===== src/rtl/md_hazard_ctrl.sv =====
// md_hazard_ctrl: load-use / mult-div hazard detection and MD unit latency sequencing.
// Optional feature macro HAZ_STATS_EN adds a saturating stall-cycle counter (stall_cnt)
// and the md_stall perf-monitor output.
module md_hazard_ctrl #(
    parameter int MULT_CYC = 5,
    parameter int DIV_CYC  = 10,
    parameter int CNT_W    = 4
) (
    input  logic        clk,
    input  logic        reset,
    input  logic [4:0]  d_rs,
    input  logic [4:0]  d_rt,
    input  logic        d_use_rs,
    input  logic        d_use_rt,
    input  logic        d_is_md,
    input  logic        e_is_load,
    input  logic [4:0]  e_rt,
    input  logic        e_md_start,
    input  logic        e_md_div,
    output logic        pc_en,
    output logic        fd_en,
    output logic        idex_clr,
    output logic        md_busy,
    output logic        md_done,
`ifdef HAZ_STATS_EN
    output logic        md_kind,
    output logic [31:0] stall_cnt,
    output logic        md_stall
`else
    output logic        md_kind
`endif
);

    typedef enum logic {IDLE, BUSY} state_t;

    localparam logic [CNT_W-1:0] MULT_LD = CNT_W'(MULT_CYC - 1);
    localparam logic [CNT_W-1:0] DIV_LD  = CNT_W'(DIV_CYC - 1);

    state_t           state_q, state_d;
    logic [CNT_W-1:0] cnt_q, cnt_d;
    logic             kind_q, kind_d;
    logic             load_use, md_hz, stall;

    // Next-state: any start (legal or not) reloads the unit; otherwise count down to completion
    always_comb begin
        state_d = state_q;
        cnt_d   = cnt_q;
        kind_d  = kind_q;
        if (e_md_start) begin
            state_d = BUSY;
            cnt_d   = e_md_div ? DIV_LD : MULT_LD;
            kind_d  = e_md_div;
        end else if (state_q == BUSY) begin
            if (cnt_q == '0)
                state_d = IDLE;
            else
                cnt_d = cnt_q - CNT_W'(1);
        end
    end

    // Unit state registers; async reset aborts any op in flight
    always_ff @(posedge clk or negedge reset) begin
        if (!reset) begin
            state_q <= IDLE;
            cnt_q   <= '0;
            kind_q  <= 1'b0;
        end else begin
            state_q <= state_d;
            cnt_q   <= cnt_d;
            kind_q  <= kind_d;
        end
    end

    assign md_busy  = (state_q == BUSY);
    assign md_done  = (state_q == BUSY) && (cnt_q == '0);
    assign md_kind  = kind_q;

    assign load_use = e_is_load && (e_rt != 5'd0) &&
                      ((d_use_rs && (d_rs == e_rt)) || (d_use_rt && (d_rt == e_rt)));
    assign md_hz    = d_is_md && (md_busy || e_md_start);
    assign stall    = load_use || md_hz;

    assign pc_en    = !stall;
    assign fd_en    = !stall;
    assign idex_clr = stall;

`ifdef HAZ_STATS_EN
    logic [31:0] stall_cnt_q, stall_cnt_d;

    // Saturating count of stalled cycles
    always_comb stall_cnt_d = (stall && stall_cnt_q != 32'hFFFF_FFFF) ? stall_cnt_q + 32'd1 : stall_cnt_q;

    // Stall counter register, cleared by reset
    always_ff @(posedge clk or negedge reset) begin
        if (!reset)
            stall_cnt_q <= '0;
        else
            stall_cnt_q <= stall_cnt_d;
    end

    assign stall_cnt = stall_cnt_q;
    assign md_stall  = md_hz;
`endif

endmodule


===== config.mk =====
export PLATFORM = sky130hd
export DESIGN_NAME = md_hazard_ctrl
export DESIGN_NICKNAME = d
export VERILOG_FILES = /design/src/rtl/md_hazard_ctrl.sv
export SDC_FILE = /design/constraint.sdc
export NUM_CORES = 1
export LEC_CHECK = 0
export CAP_MARGIN = 30
export CORE_MARGIN = 2
export CORE_UTILIZATION = 35
export CTS_BUF_LIST = sky130_fd_sc_hd__clkbuf_2 sky130_fd_sc_hd__clkbuf_4 sky130_fd_sc_hd__clkbuf_8
export CTS_CLUSTER_SIZE = 16
export DETAILED_ROUTE_END_ITERATION = 8
export PLACE_DENSITY = 0.76
export SLEW_MARGIN = 0
export SYNTH_ARGS = -nofsm -noshare
export SYNTH_HDL_FRONTEND = slang
export SYNTH_SLANG_ARGS = --single-unit
export TNS_END_PERCENT = 50

===== constraint.sdc =====
create_clock -name clk -period 2.2 [get_ports clk]
set_input_delay 0.44 -clock clk [delete_from_list [all_inputs] [get_ports clk]]
set_output_delay 0.44 -clock clk [all_outputs]
set_load 0.005 [all_outputs]

==> results of run 1 <==
-- cell usage in the layout, fill, tap and decap left out --
master,instances
a21oi_1,1
a31o_2,1
a31oi_1,3
buf_4,1
clkbuf_2,1
clkbuf_4,3
clkdlybuf4s15_1,2
clkdlybuf4s50_1,19
dfrtp_1,6
dlygate4sd2_1,6
ha_1,1
inv_1,4
nand2_1,5
nand2b_1,1
nand4_1,2
nor2_1,2
nor2b_1,1
nor3_1,2
nor4b_1,1
o21a_1,3
o21ai_0,1
o22ai_2,1
o31a_1,1
o31ai_4,1
or2_2,1
or2b_1,1
xnor2_1,12
-- power groups by stage --
stage	registers [W]	clock network [W]	logic, W
final	0.000170	0.0000959	0.000208
after global routing	0.000174	0.000113	0.000229
after global placement	0.000171	0	0.000210
after detailed placement	0.000173	0	0.000216
after CTS	0.000171	0.000102	0.000211
after floorplan	0.000166	0	0.000129
-- per-stage QoR --
step	hold slack (ns)	area, um2
6_report	0.447	786
2_1_floorplan	0.144	474
3_3_place_gp	0.513	769
3_5_place_dp	0.524	769
5_1_grt	0.444	786
4_1_cts	0.445	788
-- routing by layer --
metal	part of all wire, %	wire length (um)	up-vias
met5	0	0	-
met4	0	0	0
li1	-	-	242
met3	12	126	0
met2	54	590	25
met1	34	372	209
-- registers in the layout, indices dropped and copies added, names as in the netlist --
name	count
md_kind	1
cnt_q	4
md_busy	1
-- cells by family (layout without fill, tap and decap cells) --
family | count (synthesis) | in the layout | share of synthesized area, %
DFF | 6 | 6 | 31.7
and+or+nand+nor | 16 | 16 | 17.7
buffers and inverters | 6 | 36 | 5.54
xor gates and xnor gates | 12 | 12 | 22.2
adders and majority gates | 1 | 1 | 2.64
AOI/OAI and AO/OA | 12 | 12 | 20.3
-- worst paths after layout --
kind	from	endpoint	slack [ns]	cells after the start
worst max-delay path	d_rs[0]	pc_en	0.11	6
worst min-delay path	reset	cnt_q[3]	0.45	1
worst max register to register	cnt_q[0]	cnt_q[3]	0.67	6
worst min register to register	md_kind	md_kind	0.53	2
max in group asynchronous	reset	cnt_q[2]	1.54	1
min in group clk	md_kind	md_kind	0.53	2
-- final cells by class --
class	count	area, um2	area share, %
multi-input cells	41	304	38.7
repair buffers	29	275	35.0
flip-flops and latches	6	150	19.1
clock buffers	3	22.5	2.87
well taps	15	18.8	2.39
inverters	4	15.0	1.91
-- worst max-delay path: stages --
cell	delay [ns]
clkdlybuf4s50_1	0.48
xnor2_1	0.13
nand4_1	0.12
o22ai_2	0.15
a31oi_1	0.11
clkdlybuf4s15_1	0.22
-- timing repair --
action                                  4_1_cts  5_1_grt
endpoints found under the setup margin        4        3
pin swaps                                     3        1
resized for setup                            11        3
==> results_dict.tcl, run 1 <==
set metrics [dict create \
    use_met2_pct 28.1 \
    drv_cap 0 \
    crit_arrival_ns 1.65 \
    design.die.area_um2 1670 \
    power.switching_w 0.000151 \
    ys_ff_latch 6 \
    dr.pass1.iters 2 \
    p_sw_share_pct 31.9 \
    p_total_w 0.000474 \
    grt_max_degree 9 \
    grt-busiest-layer "met2" \
    num_vias 476 \
    synth_top_area_share_pct 31.7 \
    drive_gt1_share_pct 10.8 \
    viasPerCell 4.86 \
    p_clk_share_pct 20.2 \
    io_pins 29 \
    clk_latency_ns 0.24 \
    drc_errors 0 \
    period_share_pct 95.2 \
    ctsLongestPathBuffers 2 \
    port-buffer-count 28 \
    yosysTopAreaCell "dfrtp_1" \
    synthCells 53 \
    num_rows 13 \
    stdcell_count 98 \
    grt_setup_unrepaired "true" \
    finalCriticalPeriod_ns 2.09 \
    synth_edf_count 0 \
    routed_wl_mm 1.09 \
    yosysSeqAreaShare_pct 31.7 \
    critPathRequiredTime_ns 1.76 \
    cts_root_buffer "clkbuf_4" \
    cts-buffers-inserted 3 \
    synthFlopType "dfrtp_1" \
    maxSlewHeadroom_pct 79.4 \
    grt_overflow 0 \
    hold_viol 0 \
    status "complete, no violations" \
    core_um2 1280 \
    finalSetupViolCount 0 \
    drt-initial-drc-count 4 \
    finClkSkew_ns 0.000468 \
    grt_pass1_wl_mm 1.67 \
    ir_drop_uv 257 \
    fillers 120 \
    drv_slew 0 \
    critPathKind "primary input to output port" \
    antenna_left 0 \
    antenna_found_initial 0 \
    track_usage_pct 15.8 \
    use_met3_pct 5.43 \
    synthesis.area_um2 474 \
    die_w_um 40.8 \
    fin_util_pct 61.1 \
    ys_warn_count 0 \
    holdBufCountCts 0 \
    synthTopCellsByArea "dfrtp_1, xnor2_1, o21a_1" \
    initial_core_util_pct 36.9 \
    synth.most_common_cell "xnor2_1" \
    p_comb_share_pct 43.8 \
    max_freq_mhz 478 \
    routabilityCongestion 0.677 \
    hold_class "primary input to async pin" \
    endpoint_kind "output port" \
    placed_cells 95 \
    wl_per_cell_um 11.1 \
    crit_fanout 2 \
    postCtsSetupRepairBufs 0 \
    cts_tree "built" \
    die_h_um 40.8 \
    syn_to_final_growth_pct 65.7 \
    nNetsFinal 109 \
    power_leakage_nw 0.307 \
    p_seq_share_pct 35.9 \
    power_density_nw_per_um2 603 \
    clk_pin_slew_ns 0.04 \
    dpl.hpwl_um 966 \
    synth.distinct_cells 23 \
    antennaDiodeCount 0 \
    h-tree-depth 1 \
    worstSetupStartpointType "primary input" \
    synthArstFlopShare_pct 100 \
    synth_fp_nets 77 \
    grt_pass1_vias 430 \
    netlist_top_cells_count "xnor2_1, dfrtp_1, nand2_1" \
    use_met1_pct 14.2 \
    fin_tns_setup_ns 0 \
    synth.avg_cell_area_um2 8.95 \
    setup_ws_ns 0.106 \
    cts_sinks 6 \
    pre_cts_ws_ns -0.381 \
    p_int_w 0.000322 \
    tightestPinTransition_ns 0.309 \
]
(Power assumes the default switching activity.)
==> inputs of run 2 (changes only) <==
CELL_PAD_IN_SITES_DETAIL_PLACEMENT = 0   (was unset)
CELL_PAD_IN_SITES_GLOBAL_PLACEMENT = 2   (was unset)
CORE_ASPECT_RATIO = 0.6   (was unset)
CORE_UTILIZATION = 21   (was 35)
GPL_TIMING_DRIVEN = 0   (was unset)
PLACE_DENSITY = unset   (was 0.76)
PLACE_DENSITY_LB_ADDON = 0.1   (was unset)
==> run 2 against run 1 <==
Effect of this change:
- register-to-register slack about the same
- wire length increased by 18%
- first-iteration DRC count decreased by 50%
- die area increased by 60%
- non-clock buffer count decreased by 1
- critical endpoint is now idex_clr
- largest power group unchanged
- highest routed layer unchanged
==> results_dict.tcl, run 2 (synthesized netlist as in run 1, its figures left out) <==
set metrics [dict create \
    status "complete, no violations" \
    ctsLongestPathBuffers 2 \
    finClkSkew_ns 0.00147 \
    grt_overflow 0 \
    max_freq_mhz 494 \
    grt_pass1_vias 430 \
    initial_core_util_pct 22.1 \
    finalCriticalPeriod_ns 2.03 \
    antenna_left 0 \
    period_share_pct 92.1 \
    cts-buffers-inserted 3 \
    design.die.area_um2 2670 \
    fin_util_pct 37.7 \
    power.switching_w 0.000166 \
    p_sw_share_pct 30.9 \
    cts_sinks 6 \
    dr.pass1.iters 4 \
    critical_path.top_delay_family "buffers and inverters" \
    hold_class "primary input to async pin" \
    wl_per_cell_um 11.5 \
    hold_viol 0 \
    h-tree-depth 1 \
    worstSetupStartpointType "primary input" \
    dpl.hpwl_mm 1.10 \
    cp_common_cell "dlygate4sd2_1" \
    grt_setup_unrepaired "false" \
    routabilityCongestion 0.679 \
    critPathBufInv 2 \
    drv_slew 0 \
    cts_tree "built" \
    die_w_um 65.3 \
    max_stage_delay_ns 0.24 \
    largest_reg_flops 4 \
    p_int_w 0.000371 \
    io_pins 29 \
    p_clk_share_pct 29.7 \
    maxSlewHeadroom_pct 74.5 \
    power_leakage_nw 0.348 \
    cts_root_buffer "clkbuf_8" \
    core_um2 2150 \
    drv_cap 0 \
    port-buffer-count 27 \
    path_cells "dlygate4sd2_1 -> xnor2_1 -> nand4_1 -> o22ai_2 -> a31o_2 -> dlygate4sd2_1" \
    p_seq_share_pct 32.2 \
    fin_tns_setup_ns 0 \
    routed_wl_mm 1.29 \
    rrSetupSlack_ns 0.66 \
    reg2regPathDepth 6 \
    syn_to_final_growth_pct 70.7 \
    p_comb_share_pct 38.1 \
    finalSetupViolCount 0 \
    fillers 235 \
    endpoint_kind "output port" \
    mostFrequentLayoutCells "xnor2_1, dlygate4sd2_1, clkdlybuf4s50_1" \
    power_density_nw_per_um2 664 \
    crit_fanout 2 \
    die_h_um 40.8 \
    cp_num_cells 6 \
    regMostFlops "cnt_q" \
    clk_pin_slew_ns 0.04 \
    crit_path_top_delay_cell "dlygate4sd2_1" \
    antenna_found_initial 0 \
    num_rows 13 \
    ir_drop_uv 383 \
    crit_arrival_ns 1.59 \
    viasPerCell 4.10 \
    regArea_um2 150 \
    nNetsFinal 108 \
    critPathKind "primary input to output port" \
    holdBufCountCts 0 \
    track_usage_pct 10.6 \
    drive_gt1_share_pct 15.9 \
    critPathRequiredTime_ns 1.76 \
    grt_max_degree 10 \
    drc_errors 0 \
    tightestPinTransition_ns 0.382 \
    multi_input_area_um2 318 \
    postCtsSetupRepairBufs 0 \
    antennaDiodeCount 0 \
    drt-initial-drc-count 2 \
    num_vias 459 \
    grt_pass1_wl_mm 2.03 \
    clk_latency_ns 0.22 \
]
[run 2: power by group through the flow]
stage	Clock [W]	Sequential (W)	Combinational (W)
2_1_floorplan	0	0.000166	0.000129
3_3_place_gp	0	0.000174	0.000217
3_5_place_dp	0	0.000175	0.000219
4_1_cts	0.000165	0.000173	0.000209
5_1_grt	0.000178	0.000178	0.000230
6_report	0.000160	0.000173	0.000205
[run 2: per-layer routing]
metal  wire length (um)  global-route usage [%]
met2                447                    13.0
met1                720                    15.9
met4                  0                    3.13
met3                117                    4.67
met5                  0                       0
[run 2: worst paths after layout]
path,endpoint,startpoint
hold reg to reg,md_kind,md_kind
max in group asynchronous,cnt_q[3],reset
min in group clk,md_kind,md_kind
setup / recovery,idex_clr,d_rt[3]
hold / removal,md_busy,reset
setup reg to reg,cnt_q[3],cnt_q[0]
[run 2: what timing repair did]
| action | CTS | global route |
|---|---|---|
| setup endpoints to repair | 4 | 3 |
| resized for setup | 18 | 13 |
| endpoints found under the hold margin | 0 | 0 |
| pin swaps | 12 | 13 |
[run 2: final cells by class]
cell class / instances / share of cell area [%]
sequential: 6 / 18.5
inverter: 4 / 1.85
tap: 30 / 4.64
multi-input combinational: 41 / 39.3
timing repair buffer: 27 / 30.1
clock buffer: 3 / 5.10
buffer: 1 / 0.464
[run 2: worst register-to-register path: stages (launching register included)]
cell and delay (ns):
dfrtp_1 0.41, inv_1 0.08, ha_1 0.19, inv_1 0.09, o31ai_4 0.28, nor2_1 0.09
o31a_1 0.28
[run 2: stage by stage]
stage	power, W	cell area [um2]	hold slack, ns	worst slack [ns]	instances
floorplan	0.000295	474	0.144	0.611	53
global placement	0.000391	782	0.514	-0.451	110
detailed placement	0.000394	782	0.533	-0.437	110
CTS	0.000547	816	0.471	-0.0873	113
global route	0.000586	810	0.482	0.0934	112
finish	0.000537	810	0.462	0.174	112
